--- config.mk ---
export PLATFORM = sky130hd
export DESIGN_NAME = output_drain_ctrl_flat
export DESIGN_NICKNAME = d
export VERILOG_FILES = /design/src/rtl/output_drain_ctrl_pkg.sv /design/src/rtl/output_drain_ctrl_if.sv /design/src/rtl/output_drain_ctrl_addr_gen.sv /design/src/rtl/output_drain_ctrl.sv /design/src/flat_wrapper.sv
export SDC_FILE = /design/constraint.sdc
export NUM_CORES = 1
export LEC_CHECK = 0
export BUFFER_PORTS_ARGS = -buffer_cell sky130_fd_sc_hd__buf_2
export CORE_MARGIN = 1
export CORE_UTILIZATION = 50
export DETAILED_ROUTE_END_ITERATION = 7
export GPL_ROUTABILITY_DRIVEN = 0
export PLACE_DENSITY = 0.87
export SLEW_MARGIN = 15
export SYNTH_ARGS = -nofsm -noshare
export SYNTH_HDL_FRONTEND = slang
export SYNTH_SLANG_ARGS = --single-unit
--- constraint.sdc ---
create_clock -name clock -period 2.6 [get_ports clock]
set_clock_uncertainty 0.2 [all_clocks]
set_input_delay 0.26 -clock clock [delete_from_list [all_inputs] [get_ports clock]]
set_output_delay 0.26 -clock clock [all_outputs]
set_load 0.1 [all_outputs]
--- src/rtl/output_drain_ctrl_pkg.sv ---
// rtl/output_drain_ctrl_pkg.sv - drain FSM states, tile-geometry defaults and derived constants
// Geometry macros normally arrive from sys_defs; the fallbacks keep a standalone build complete.
`ifndef OUTPUT_HEIGHT
`define OUTPUT_HEIGHT 8
`endif
`ifndef OUTPUT_WIDTH
`define OUTPUT_WIDTH 8
`endif
`ifndef OUTPUT_SRAM_LEN
`define OUTPUT_SRAM_LEN 4
`endif
`ifndef BIN_LEN
`define BIN_LEN 8
`endif

package output_drain_ctrl_pkg;

    typedef enum logic [2:0] {
        S_IDLE,
        S_READ,
        S_CAPT,
        S_WRITE,
        S_FIN
    } drain_state_t;

    function automatic int groups_per_row(input int width, input int pix_per_word);
        return width / pix_per_word;
    endfunction

    localparam int GROUPS_PER_ROW = groups_per_row(`OUTPUT_WIDTH, `OUTPUT_SRAM_LEN);

    // Counter width that stays legal for a dimension of 1.
    function automatic int width_of(input int n);
        return (n > 1) ? $clog2(n) : 1;
    endfunction

endpackage

--- src/rtl/output_drain_ctrl_if.sv ---
// rtl/output_drain_ctrl_if.sv - pooling-array read port and output SRAM write port bundle
interface output_drain_ctrl_if #(
    parameter int RW     = 3,
    parameter int CW     = 3,
    parameter int DATA_W = 32,
    parameter int ADDR_W = 12
);
    logic              rd_en;
    logic [RW-1:0]     rd_r;
    logic [CW-1:0]     rd_c;
    logic [DATA_W-1:0] rd_data;
    logic              wr_valid;
    logic              wr_ready;
    logic [ADDR_W-1:0] wr_addr;
    logic [DATA_W-1:0] wr_data;

    modport master (
        output rd_en, rd_r, rd_c, wr_valid, wr_addr, wr_data,
        input  rd_data, wr_ready
    );

    modport slave (
        input  rd_en, rd_r, rd_c, wr_valid, wr_addr, wr_data,
        output rd_data, wr_ready
    );
endinterface

--- src/rtl/output_drain_ctrl_addr_gen.sv ---
// rtl/output_drain_ctrl_addr_gen.sv - drain_addr_gen: row / column-group / word-index walker
// Walks column groups first, then rows; holds on the last word until cleared.
module drain_addr_gen
    import output_drain_ctrl_pkg::*;
#(
    parameter int ROWS   = 8,
    parameter int GROUPS = 2,
    parameter int PIX    = 4,
    parameter int RW     = 3,
    parameter int CW     = 3,
    parameter int ADDR_W = 12
) (
    input  logic              clock,
    input  logic              reset,
    input  logic              clear,
    input  logic              advance,
    output logic [RW-1:0]     row,
    output logic [CW-1:0]     col,
    output logic [ADDR_W-1:0] word_idx,
    output logic              last
);
    localparam int GW = width_of(GROUPS);

    logic [GW-1:0] grp;
    logic          row_last;
    logic          grp_last;

    assign row_last = (row == RW'(ROWS - 1));
    assign grp_last = (grp == GW'(GROUPS - 1));
    assign last     = row_last && grp_last;
    assign col      = CW'(int'(grp) * PIX);

    always_ff @(posedge clock) begin
        if (reset || clear) begin
            row      <= '0;
            grp      <= '0;
            word_idx <= '0;
        end else if (advance && !last) begin
            if (grp_last) begin
                grp <= '0;
                row <= row + 1'b1;
            end else begin
                grp <= grp + 1'b1;
            end
            word_idx <= word_idx + 1'b1;
        end
    end
endmodule

--- src/rtl/output_drain_ctrl.sv ---
// rtl/output_drain_ctrl.sv - drains the pooled tile word by word into the output SRAM
// Optional stall counter enabled by OUTPUT_DRAIN_STALL_CNT_EN.
module output_drain_ctrl
    import output_drain_ctrl_pkg::*;
#(
    parameter int OUTPUT_HEIGHT   = `OUTPUT_HEIGHT,
    parameter int OUTPUT_WIDTH    = `OUTPUT_WIDTH,
    parameter int OUTPUT_SRAM_LEN = `OUTPUT_SRAM_LEN,
    parameter int BIN_LEN         = `BIN_LEN,
    parameter int ADDR_W          = 12
) (
    input  logic              clock,
    input  logic              reset,
    input  logic              start,
    input  logic [ADDR_W-1:0] base_addr,
    output_drain_ctrl_if.master bus,
    output logic              busy,
`ifdef OUTPUT_DRAIN_STALL_CNT_EN
    output logic [31:0]       stall_cycles,
`endif
    output logic              done
);
    localparam int GROUPS = groups_per_row(OUTPUT_WIDTH, OUTPUT_SRAM_LEN);
    localparam int RW     = width_of(OUTPUT_HEIGHT);
    localparam int CW     = width_of(OUTPUT_WIDTH);
    localparam int DATA_W = BIN_LEN * OUTPUT_SRAM_LEN;

    drain_state_t      state, state_next;
    logic [ADDR_W-1:0] base_q;
    logic [DATA_W-1:0] data_q;
    logic [ADDR_W-1:0] word_idx;
    logic [RW-1:0]     row;
    logic [CW-1:0]     col;
    logic              last;
    logic              start_acc;
    logic              handshake;

    assign start_acc = (state == S_IDLE) && start;
    assign handshake = (state == S_WRITE) && bus.wr_ready;

    drain_addr_gen #(
        .ROWS   (OUTPUT_HEIGHT),
        .GROUPS (GROUPS),
        .PIX    (OUTPUT_SRAM_LEN),
        .RW     (RW),
        .CW     (CW),
        .ADDR_W (ADDR_W)
    ) u_addr_gen (
        .clock    (clock),
        .reset    (reset),
        .clear    (start_acc),
        .advance  (handshake),
        .row      (row),
        .col      (col),
        .word_idx (word_idx),
        .last     (last)
    );

    always_ff @(posedge clock) begin
        if (reset) begin
            state <= S_IDLE;
        end else begin
            state <= state_next;
        end
    end

    always_comb begin
        state_next = state;
        case (state)
            S_IDLE:  if (start) state_next = S_READ;
            S_READ:  state_next = S_CAPT;
            S_CAPT:  state_next = S_WRITE;
            S_WRITE: if (bus.wr_ready) state_next = last ? S_FIN : S_READ;
            S_FIN:   state_next = S_IDLE;
            default: state_next = S_IDLE;
        endcase
    end

    // rd_data is only trusted in CAPT, one cycle after the READ request.
    always_ff @(posedge clock) begin
        if (reset) begin
            base_q <= '0;
            data_q <= '0;
        end else begin
            if (start_acc) base_q <= base_addr;
            if (state == S_CAPT) data_q <= bus.rd_data;
        end
    end

    assign bus.rd_en    = (state == S_READ);
    assign bus.rd_r     = row;
    assign bus.rd_c     = col;
    assign bus.wr_valid = (state == S_WRITE);
    assign bus.wr_addr  = base_q + word_idx;
    assign bus.wr_data  = data_q;
    assign busy         = (state != S_IDLE);
    assign done         = (state == S_FIN);

`ifdef OUTPUT_DRAIN_STALL_CNT_EN
    always_ff @(posedge clock) begin
        if (reset || start_acc) begin
            stall_cycles <= '0;
        end else if ((state == S_WRITE) && !bus.wr_ready && (stall_cycles != '1)) begin
            stall_cycles <= stall_cycles + 1'b1;
        end
    end
`endif
endmodule

--- src/flat_wrapper.sv ---
// flat-port wrapper written by rule: the top's interface ports become plain ports
module output_drain_ctrl_flat import output_drain_ctrl_pkg::*;
#(
    parameter int OUTPUT_HEIGHT   = `OUTPUT_HEIGHT,
    parameter int OUTPUT_WIDTH    = `OUTPUT_WIDTH,
    parameter int OUTPUT_SRAM_LEN = `OUTPUT_SRAM_LEN,
    parameter int BIN_LEN         = `BIN_LEN,
    parameter int ADDR_W          = 12
)
  (clock, reset, start, base_addr, busy, done, bus_rd_en, bus_rd_r, bus_rd_c, bus_wr_valid, bus_wr_addr, bus_wr_data, bus_rd_data, bus_wr_ready);
  output_drain_ctrl_if #(.RW(3), .CW(3), .DATA_W((32)), .ADDR_W(ADDR_W)) bus_i ();
  input  logic clock;
  input  logic reset;
  input  logic start;
  input  logic [ADDR_W-1:0] base_addr;
  output logic busy;
  output logic done;
  output wire logic [$bits(bus_i.rd_en)-1:0] bus_rd_en;
  output wire logic [$bits(bus_i.rd_r)-1:0] bus_rd_r;
  output wire logic [$bits(bus_i.rd_c)-1:0] bus_rd_c;
  output wire logic [$bits(bus_i.wr_valid)-1:0] bus_wr_valid;
  output wire logic [$bits(bus_i.wr_addr)-1:0] bus_wr_addr;
  output wire logic [$bits(bus_i.wr_data)-1:0] bus_wr_data;
  input wire logic [$bits(bus_i.rd_data)-1:0] bus_rd_data;
  input wire logic [$bits(bus_i.wr_ready)-1:0] bus_wr_ready;
  assign bus_rd_en = bus_i.rd_en;
  assign bus_rd_r = bus_i.rd_r;
  assign bus_rd_c = bus_i.rd_c;
  assign bus_wr_valid = bus_i.wr_valid;
  assign bus_wr_addr = bus_i.wr_addr;
  assign bus_wr_data = bus_i.wr_data;
  assign bus_i.rd_data = bus_rd_data;
  assign bus_i.wr_ready = bus_wr_ready;
  output_drain_ctrl #(.OUTPUT_HEIGHT(OUTPUT_HEIGHT), .OUTPUT_WIDTH(OUTPUT_WIDTH), .OUTPUT_SRAM_LEN(OUTPUT_SRAM_LEN), .BIN_LEN(BIN_LEN), .ADDR_W(ADDR_W)) u_core (.clock(clock), .reset(reset), .start(start), .base_addr(base_addr), .bus(bus_i), .busy(busy), .done(done));
endmodule
Yosys cells after proc, flatten, opt, wreduce, memory -nomap -nowiden:

Cells that the tools add are included.

* $add $sub $neg: 4
* equal/unequal tests: 7
* mux-type cells: 5
* reductions and logical operators: 10

Operator list (count)
* 12-bit by 1-bit adder with 12-bit output (second input constant): 1
* 12-bit adder: 1
* 3-bit case mux with 4 select lines: 1
* 3-bit 2-to-1 mux: 3
* 3-bit by 2-bit == test with 1-bit output (second input constant): 2
* 3-bit == test (second input constant): 2
* 1-bit logical AND: 4
* 2-bit AND reduction: 2
* 3-bit by 1-bit adder with 3-bit output (second input constant): 1
* 3-bit by 1-bit == test with 1-bit output (second input constant): 1
* 3-bit zero test: 1
* 3-bit nonzero test: 1
* 2-bit by 1-bit inequality test with 1-bit output (second input constant): 1
* 2-bit inequality test (second input constant): 1
* 1-bit adder (second input constant): 1
* 1-bit zero test: 1
* 1-bit logical OR: 1
* 1-bit 2-to-1 mux: 1

* register bits: 63
* bits of input ports: 48
* word-level logic and storage cells: 32

Depth between registers and ports, before layout:

Gate-level depths: netlist (run 1).

* depth after elaboration: 5
* gate-level depth with buffers: 8

By module:

A second synthesis (run 1) with hierarchy kept.

* cells, all modules: 357
* area, all modules: 2880.3 um^2

Modules (own cells, without submodules)
* output_drain_ctrl: instances 1, cells an instance 269, area an instance 2094.5 um^2, sequential area each 940.9 um^2
* drain_addr_gen: instances 1, cells an instance 88, area an instance 785.8 um^2, sequential area each 320.3 um^2

Least setup slack after synthesis (run 1):

OpenSTA, ideal clock, no wires.

* kind: register to output
* from: register u_core.u_addr_gen.word_idx[0]
* to: output bus_wr_addr[10]
* arrival time: 3.048 ns
* data required time: 2.140 ns
* slack: -0.908 ns
* stages on the path, launching flop included: 9
* cell sequence: dfxtp_1 ha_1 inv_1 fa_1 nor2b_1 o31a_1 a311o_1 a21oi_1 xnor2_1

* word-level cells in the longest chain between the ends: 1

Ends and longest elaborated chain
* start: declaration: line output_drain_ctrl_addr_gen.sv:19 `output logic [ADDR_W-1:0] word_idx,`
* start signal: assignment: line output_drain_ctrl_addr_gen.sv:45 `word_idx <= word_idx + 1'b1;`
* 12-bit adder: line output_drain_ctrl.sv:94 `assign bus.wr_addr = base_q + word_idx;`
* end: declaration: line flat_wrapper.sv:22 `output wire logic [$bits(bus_i.wr_addr)-1:0] bus_wr_addr;`

No other way between the ends.

Worst setup path in the final report (run 1):

* from: register u_core.base_q[4]
* to: output bus_wr_addr[11]

* word-level cells in the longest chain between the ends: 1

Ends and longest elaborated chain
* start: declaration: line output_drain_ctrl.sv:29 `logic [ADDR_W-1:0] base_q;`
* start signal: assignment: line output_drain_ctrl.sv:85 `if (start_acc) base_q <= base_addr;`
* 12-bit adder: line output_drain_ctrl.sv:94

No other way between the ends.

==> results of run 1 <==
==> power by group <==
group	leakage (nW)	internal (mW)	switching [mW]
clock	0.118	0.612	0.376
sequential	0.518	1.01	0.0402
combinational	1.43	0.202	0.518
total	2.06	1.82	0.934
==> layout make-up <==
| cell class | count | area (um^2) | share of cell area, % |
|---|---|---|---|
| clock inverters | 3 | 65.1 | 1.40 |
| well taps | 72 | 90.1 | 1.94 |
| clock buffers | 12 | 165 | 3.56 |
| flip-flops and latches | 63 | 1280 | 27.6 |
| inverters | 7 | 26.3 | 0.566 |
| repair buffers | 168 | 1250 | 26.9 |
| multi-input cells | 268 | 1770 | 38.0 |
==> timing repair <==
item	in CTS	in global routing
gates resized for setup	24	5
cloned	0	0
endpoints found under the setup margin	6	6
endpoints found under the hold margin	45	0
pin swaps	6	9
setup buffers	6	3
hold buffers	45	0
==> worst paths after layout <==
path                                 start                        endpoint  cells past startpoint
hold reg to reg           u_core.base_q[9]                u_core.base_q[9]                      2
hold / removal                       start                 u_core.state[0]                      3
setup reg to reg  u_core.u_addr_gen.row[0]  u_core.u_addr_gen.word_idx[10]                      6
setup / recovery          u_core.base_q[4]                 bus_wr_addr[11]                      7
==> critical path, delay by kind of cell, from the launching register on <==
kind	cells	cell delay (ps)
buffers and inverters	1	190
DFF	1	340
adders and majority gates	1	240
and+or+nand+nor	1	170
AOI/OAI and AO/OA	3	970
xor gates and xnor gates	1	170
==> cell usage in the layout (no fill, tap or decap), drive strengths merged, types with 9 or more instances in the layout <==
cell type,n
buf,123
nand2,96
dfxtp,63
a21oi,57
dlygate4sd3,45
nor2,19
ha,14
clkbuf,12
xnor2,11
o21ai,9
==> stage by stage <==
stage          setup WS, ps  power (mW)
2_1_floorplan          -345        1.54
3_3_place_gp           45.6        1.68
3_5_place_dp           25.4        1.69
4_1_cts                -275        2.71
5_1_grt                -334        2.82
6_report               -279        2.76
==> synth_stat cells, types with 2 or more instances <==
master	count
a21o_1	4
a21oi_1	56
and2_1	5
and3_1	3
and4_1	2
buf_2	3
buf_4	3
clkbuf_1	16
dfxtp_1	63
ha_1	14
inv_1	7
mux2i_1	2
nand2_1	96
nand3_1	4
nand4_1	3
nor2_1	19
nor3_1	6
nor3b_1	2
o21a_1	3
o21ai_0	9
or3_1	5
xnor2_1	11
xor2_1	6
==> logic make-up after synthesis <==
logic type / Yosys count
AND/OR/NAND/NOR: 150
AO/OA/AOI/OAI: 82
flip-flops: 63
buffers and inverters: 29
XOR/XNOR: 17
adder cells (fa/ha/maj): 15
multiplexers: 2
other: 1
==> per-layer routing <==
| metal | routed length (um) | GRT usage (%) | vias up |
|---|---|---|---|
| met1 | 3900 | 37.7 | 1614 |
| met2 | 5550 | 67.0 | 249 |
| met3 | 953 | 11.4 | 76 |
| met5 | 0 | 0 | - |
| met4 | 600 | 21.9 | 0 |
| li1 | - | - | 1519 |
==> state kept, by name, summed over array words and instances, names as in the netlist <==
| name | flops |
|---|---|
| u_core.bus.wr_data | 32 |
| u_core.base_q | 12 |
| u_core.u_addr_gen.word_idx | 12 |
| u_core.state | 3 |
| u_core.u_addr_gen.row | 3 |
| u_core.u_addr_gen.grp | 1 |
==> results.md, run 1 <==
* Status: finished with violations
* Failing checks: setup timing
* Sequential area share after synthesis at 43.7%
* Ys flop type: dfxtp_1
* Max FO, Critical Path at 3
* Synth Cell Area at 0.00288 mm^2
* ANT cells at 0
* Skew-Pair Late Insertion Delay at 340 ps
* RSZ-0062 raised after global routing: yes
* Clock buffer count from CTS at 9
* Fin cells at 593
* Via count at 3458
* Min cycle time layout at 2880 ps
* Area contributors post-synth: dfxtp_1 44%, nand2_1 12%, a21oi_1 9.7%
* Critical path capture point type: output pin
* Syn. warnings at 0
* Power density cells at 593 mW/mm^2
* Final setup fails at 6
* Syn avg cell area at 8.03 um^2
* Hpwl dp at 5370 um
* CTS clk-pin slew, worst paths at 70 ps
* Total grt overflow at 0
* Antenna Nets Post-Route at 0
* Hold crit path type: in2reg
* Die ar. at 0.00608 mm^2
* CTS tree: done
* CP startpoint kind: flop
* Worst Hold Margin at 56.1 ps
* I/O Buffers at 99
* Via density at 5.83
* Maximum VDD drop at 0.571 mV
* Nets at 580
* Synth Area in Compound Gates at 16.5%
* Post-synth ARST share at 0%
* FP Rows at 27
* Fin crit share at 111%
* Layout cells sized above 1 at 34.4%
* Max clock buf depth at 2
* DRC at 0
* Final Util at 83.8%
* Slew Viols, Final at 0
* Largest area contributor in the netlist: dfxtp_1
* Initial Utilization at 52.1%
* Routed WL at 11000 um
* CP required at 2140 ps
* Drt wl/cell at 18.6 um
* Global-route wire length before repair at 17200 um
* Yosys top cell area share at 43.7%
* Critical Path AT at 2420 ps
* GRT Total Usage at 37.2%
* Worst-margin pin slew at 683 ps
* Crit-path max cell delay at 360 ps
* CP max-delay cell: o32a_1
* Post-route setup TNS at -1350 ps
* Ports at 102
* Number of global-route vias before repair at 3556
* Unique masters post-synth at 40
* Cell count after synthesis at 359
* Clock Tree Root: clkbuf_8
* Synth-to-Final Area Change at 61.0%
* Inst Count DP at 525
* Post-synth EDFFs at 0
* Worst path cell trace: ha_4 -> and3_4 -> a221o_1 -> o32a_1 -> a41oi_2 -> xnor2_4 -> buf_12
* H-tree depth at 3
* Reg2Reg Setup Slack at 370 ps
* Chip width at 77.9 um
* Post-synthesis mux area share at 0.694%
* Worst Setup Path Type: reg2out
* Post-Synth Adder-Cell Area at 6.77%
* Post-Synth XOR/XNOR Area at 5.16%
* FMAX at 0.347 GHz
* Initial antenna violation count at 0
* Max Cap Viol at 0
* Design area at 0.00464 mm^2
* Lkg Pwr at 2.06 nW
* Final Hold Fails at 0
* Largest family of logic cells by synthesized area: simple AND/OR/NAND/NOR gates
* DR iter-0 viols at 320
* Final Worst Setup Slack at -279 ps
* Fillers at 278
* Max transition margin at 54.5%
* Post-Synth Simple-Gate Area at 22.7%
* CTS sink cnt at 63
* DP Area at 0.00377 mm^2
* Synth Register Bits at 63
* Largest net degree at the start of global routing at 47
* Area of the core at 0.00554 mm^2
* Die height at 77.9 um
* Drt first pass iters at 5
Note: power is estimated with default switching activity, not from simulation.
==> run 2, diff against run 1 <==
--- a/config.mk
+++ b/config.mk
@@ -7,11 +7,12 @@
 export LEC_CHECK = 0
 export BUFFER_PORTS_ARGS = -buffer_cell sky130_fd_sc_hd__buf_2
 export CORE_MARGIN = 1
-export CORE_UTILIZATION = 50
+export CORE_UTILIZATION = 45
 export DETAILED_ROUTE_END_ITERATION = 7
 export GPL_ROUTABILITY_DRIVEN = 0
-export PLACE_DENSITY = 0.87
+export PLACE_DENSITY = 0.8
 export SLEW_MARGIN = 15
 export SYNTH_ARGS = -nofsm -noshare
 export SYNTH_HDL_FRONTEND = slang
 export SYNTH_SLANG_ARGS = --single-unit
+export TNS_END_PERCENT = 5
==> run 2 against run 1 <==
The run still ends with setup timing left. Register-to-register slack lost 30 ps. Count of clock-buffer cells in the layout stayed put. Maximum frequency rose by 0.14%. Sequential cell count did not move. First-iteration DRC count decreased by 53%. Routed wire length is 21% lower. Largest power group unchanged. Design area shrank 3.4%.
==> results.md, run 2 (synthesis gave the netlist of run 1 again) <==
* Max clock buf depth at 2 (unchanged)
* GRT Max-Usage Layer: met2
* Global-route wire length before repair at 13300 um (-23%)
* Min cycle time layout at 2880 ps (-3.95 ps)
* Antenna Nets Post-Route at 0 (unchanged)
* Max FO, Critical Path at 4 (+1)
* Power density cells at 585 mW/mm^2 (-1.4%)
* R2r endpoint: u_core.base_q[4]
* Clock Tree Root: clkbuf_8
* Worst Setup Path Type: reg2out
* Total grt overflow at 0 (unchanged)
* Drt first pass iters at 5 (unchanged)
* Status: finished with violations
* M1 GR Usage at 30.1% (-7.6 points)
* GRT Total Usage at 26.5% (-11 points)
* Critical path capture point type: output pin
* Number of global-route vias before repair at 2976 (-16%)
* DR iter-0 viols at 150 (-53%)
* Multi-input logic area at 0.00164 mm^2 (-7.4%)
* R2r worst-path depth at 5 (-1)
* Design area at 0.00448 mm^2 (-3.4%)
* Hold_sp: start
* Die height at 82.1 um (+5.3%)
* Skew-Pair Late Insertion Delay at 330 ps (about the same)
* Register area at 0.00127 mm^2 (-0.49%)
* Final Worst Setup Slack at -275 ps (+3.95 ps)
* Total Power at 2.62 mW (-4.8%)
* Via count at 3102 (-10%)
* Via density at 5.20 (-11%)
* Hpwl dp at 5350 um (-0.36%)
* CTS tree: done
* Nets at 579 (-0.17%)
* Maximum VDD drop at 0.452 mV (-21%)
* Chip width at 82.1 um (+5.3%)
* Slew Viols, Final at 0 (unchanged)
* Routed WL at 8730 um (-21%)
* Critical Path AT at 2420 ps (about the same)
* Die ar. at 0.00673 mm^2 (+11%)
* Synth-to-Final Area Change at 55.4%
* H-tree depth at 3 (unchanged)
* Lkg Pwr at 2.02 nW (-2.1%)
* WHS Path Cells at 3 (unchanged)
* Ports at 102 (unchanged)
* Final setup fails at 6 (unchanged)
* Hold endpoint: u_core.state[0]
* Max transition margin at 62.8% (+8.3 points)
* Largest net degree at the start of global routing at 43 (-8.5%)
* FP Rows at 28 (+3.7%)
* RSZ-0062 raised after global routing: yes
* CTS clk-pin slew, worst paths at 70 ps (about the same)
* Most frequent cells in the layout: 96 x nand2_1, 91 x buf_2, 55 x a21oi_1, 54 x dfxtp_1, 46 x dlygate4sd3_1
* Reg-to-reg startpoint: u_core.state[0]
* Layout cells sized above 1 at 31.3% (-3.1 points)
* Worst-margin pin slew at 558 ps (-125 ps)
* Drt wl/cell at 14.6 um (-21%)
* CP startpoint kind: flop
* Worst Hold Margin at 62.8 ps (+6.65 ps)
* CTS sink cnt at 63 (unchanged)
* GR Util met2 at 47.2% (-20 points)
* Initial antenna violation count at 1 (+1)
* Reg2Reg Setup Slack at 340 ps (-30 ps)
* DP Area at 0.00368 mm^2 (-2.3%)
* Fillers at 429 (+54%)
* DRC at 0 (unchanged)
* FMAX at 0.348 GHz (+0.14%)
* I/O Buffers at 99 (unchanged)
* Fin crit share at 111% (-0.15 points)
* Area of the core at 0.00606 mm^2 (+9.4%)
* Max Cap Viol at 0 (unchanged)
* Final Hold Fails at 0 (unchanged)
* Hold crit path type: in2reg
* Max reg flops at 32 (unchanged)
* Clock buffer count from CTS at 9 (unchanged)
* Failing checks: setup timing
* Initial Utilization at 47.6% (-4.5 points)
* Commonest non-fill, non-tap cell in the layout: nand2_1
* Grt met3 use at 4.78% (-6.6 points)
* CP required at 2140 ps (about the same)
## run 2: cell count changes in the layout (fill, tap and decap cells not counted), moves of 3 or more
| cell | delta |
|---|---|
| dfxtp_1 | +3 |
| xnor2_1 | +3 |
| ha_1 | +3 |
| clkbuf_1 | +3 |
| clkbuf_8 | -3 |
| ha_4 | -3 |
| xnor2_4 | -3 |
## run 2: power breakdown
part	switching, mW	total [mW]	internal [mW]
Clock	0.351	0.888	0.538
Combinational	0.497	0.693	0.197
Sequential	0.0332	1.04	1.01
## run 2: how the worst max path moves through the flow
stage / endpoint / slack [ps] / from / cells past startpoint
4_1_cts: bus_wr_addr[8] / -390 / u_core.base_q[0] / 9
6_report: bus_wr_addr[11] / -280 / u_core.u_addr_gen.word_idx[3] / 7
2_1_floorplan: done / -520 / u_core.state[1] / 2
3_5_place_dp: bus_wr_addr[11] / -50 / u_core.u_addr_gen.word_idx[3] / 7
5_1_grt: bus_wr_addr[11] / -350 / u_core.u_addr_gen.word_idx[3] / 7
3_3_place_gp: bus_wr_addr[11] / 10 / u_core.u_addr_gen.word_idx[3] / 7
## run 2: area by class of cell
cell class,instances,share of cell area [%]
multi-input cells,268,36.5
well taps,75,2.09
repair buffers,167,27.8
clock buffers,12,3.01
clock inverters,4,1.56
diodes,1,0.0558
flip-flops and latches,63,28.4
inverters,7,0.586
## run 2: layer usage
layer | vias to the layer above | wire length (um)
met5 | - | 0
li1 | 1517 | -
met3 | 23 | 402
met4 | 0 | 236
met1 | 1442 | 3580
met2 | 120 | 4510
## run 2: timing repair
action                                 in CTS  in global routing
setup buffers                               4                  0
endpoints found under the hold margin      45                  0
setup endpoints to repair                   7                  7
gates resized for setup                    14                 10
pin swaps                                  12                  5
hold buffers                               46                  0
gates cloned                                0                  0
## run 2: worst max-delay path, cell delays in order (launching register included)
cell and delay [ps]:
dfxtp_2 340, ha_4 250, and3_1 180, a221o_1 340, o32a_1 360, a41oi_2 250
xnor2_2 160, buf_12 200
## run 2: per-stage QoR
stage / cells / util [%] / TNS (ps) / worst slack [ps]
after floorplan: 360 / - / -3570 / -522
after global placement: 530 / 60.8 / 0 / 11.5
after detailed placement: 530 / 60.8 / -81.4 / -54.8
after CTS: 596 / 73.2 / -1480 / -386
after global routing: 597 / 74.0 / -1620 / -352
final: 597 / 74.0 / -1200 / -275
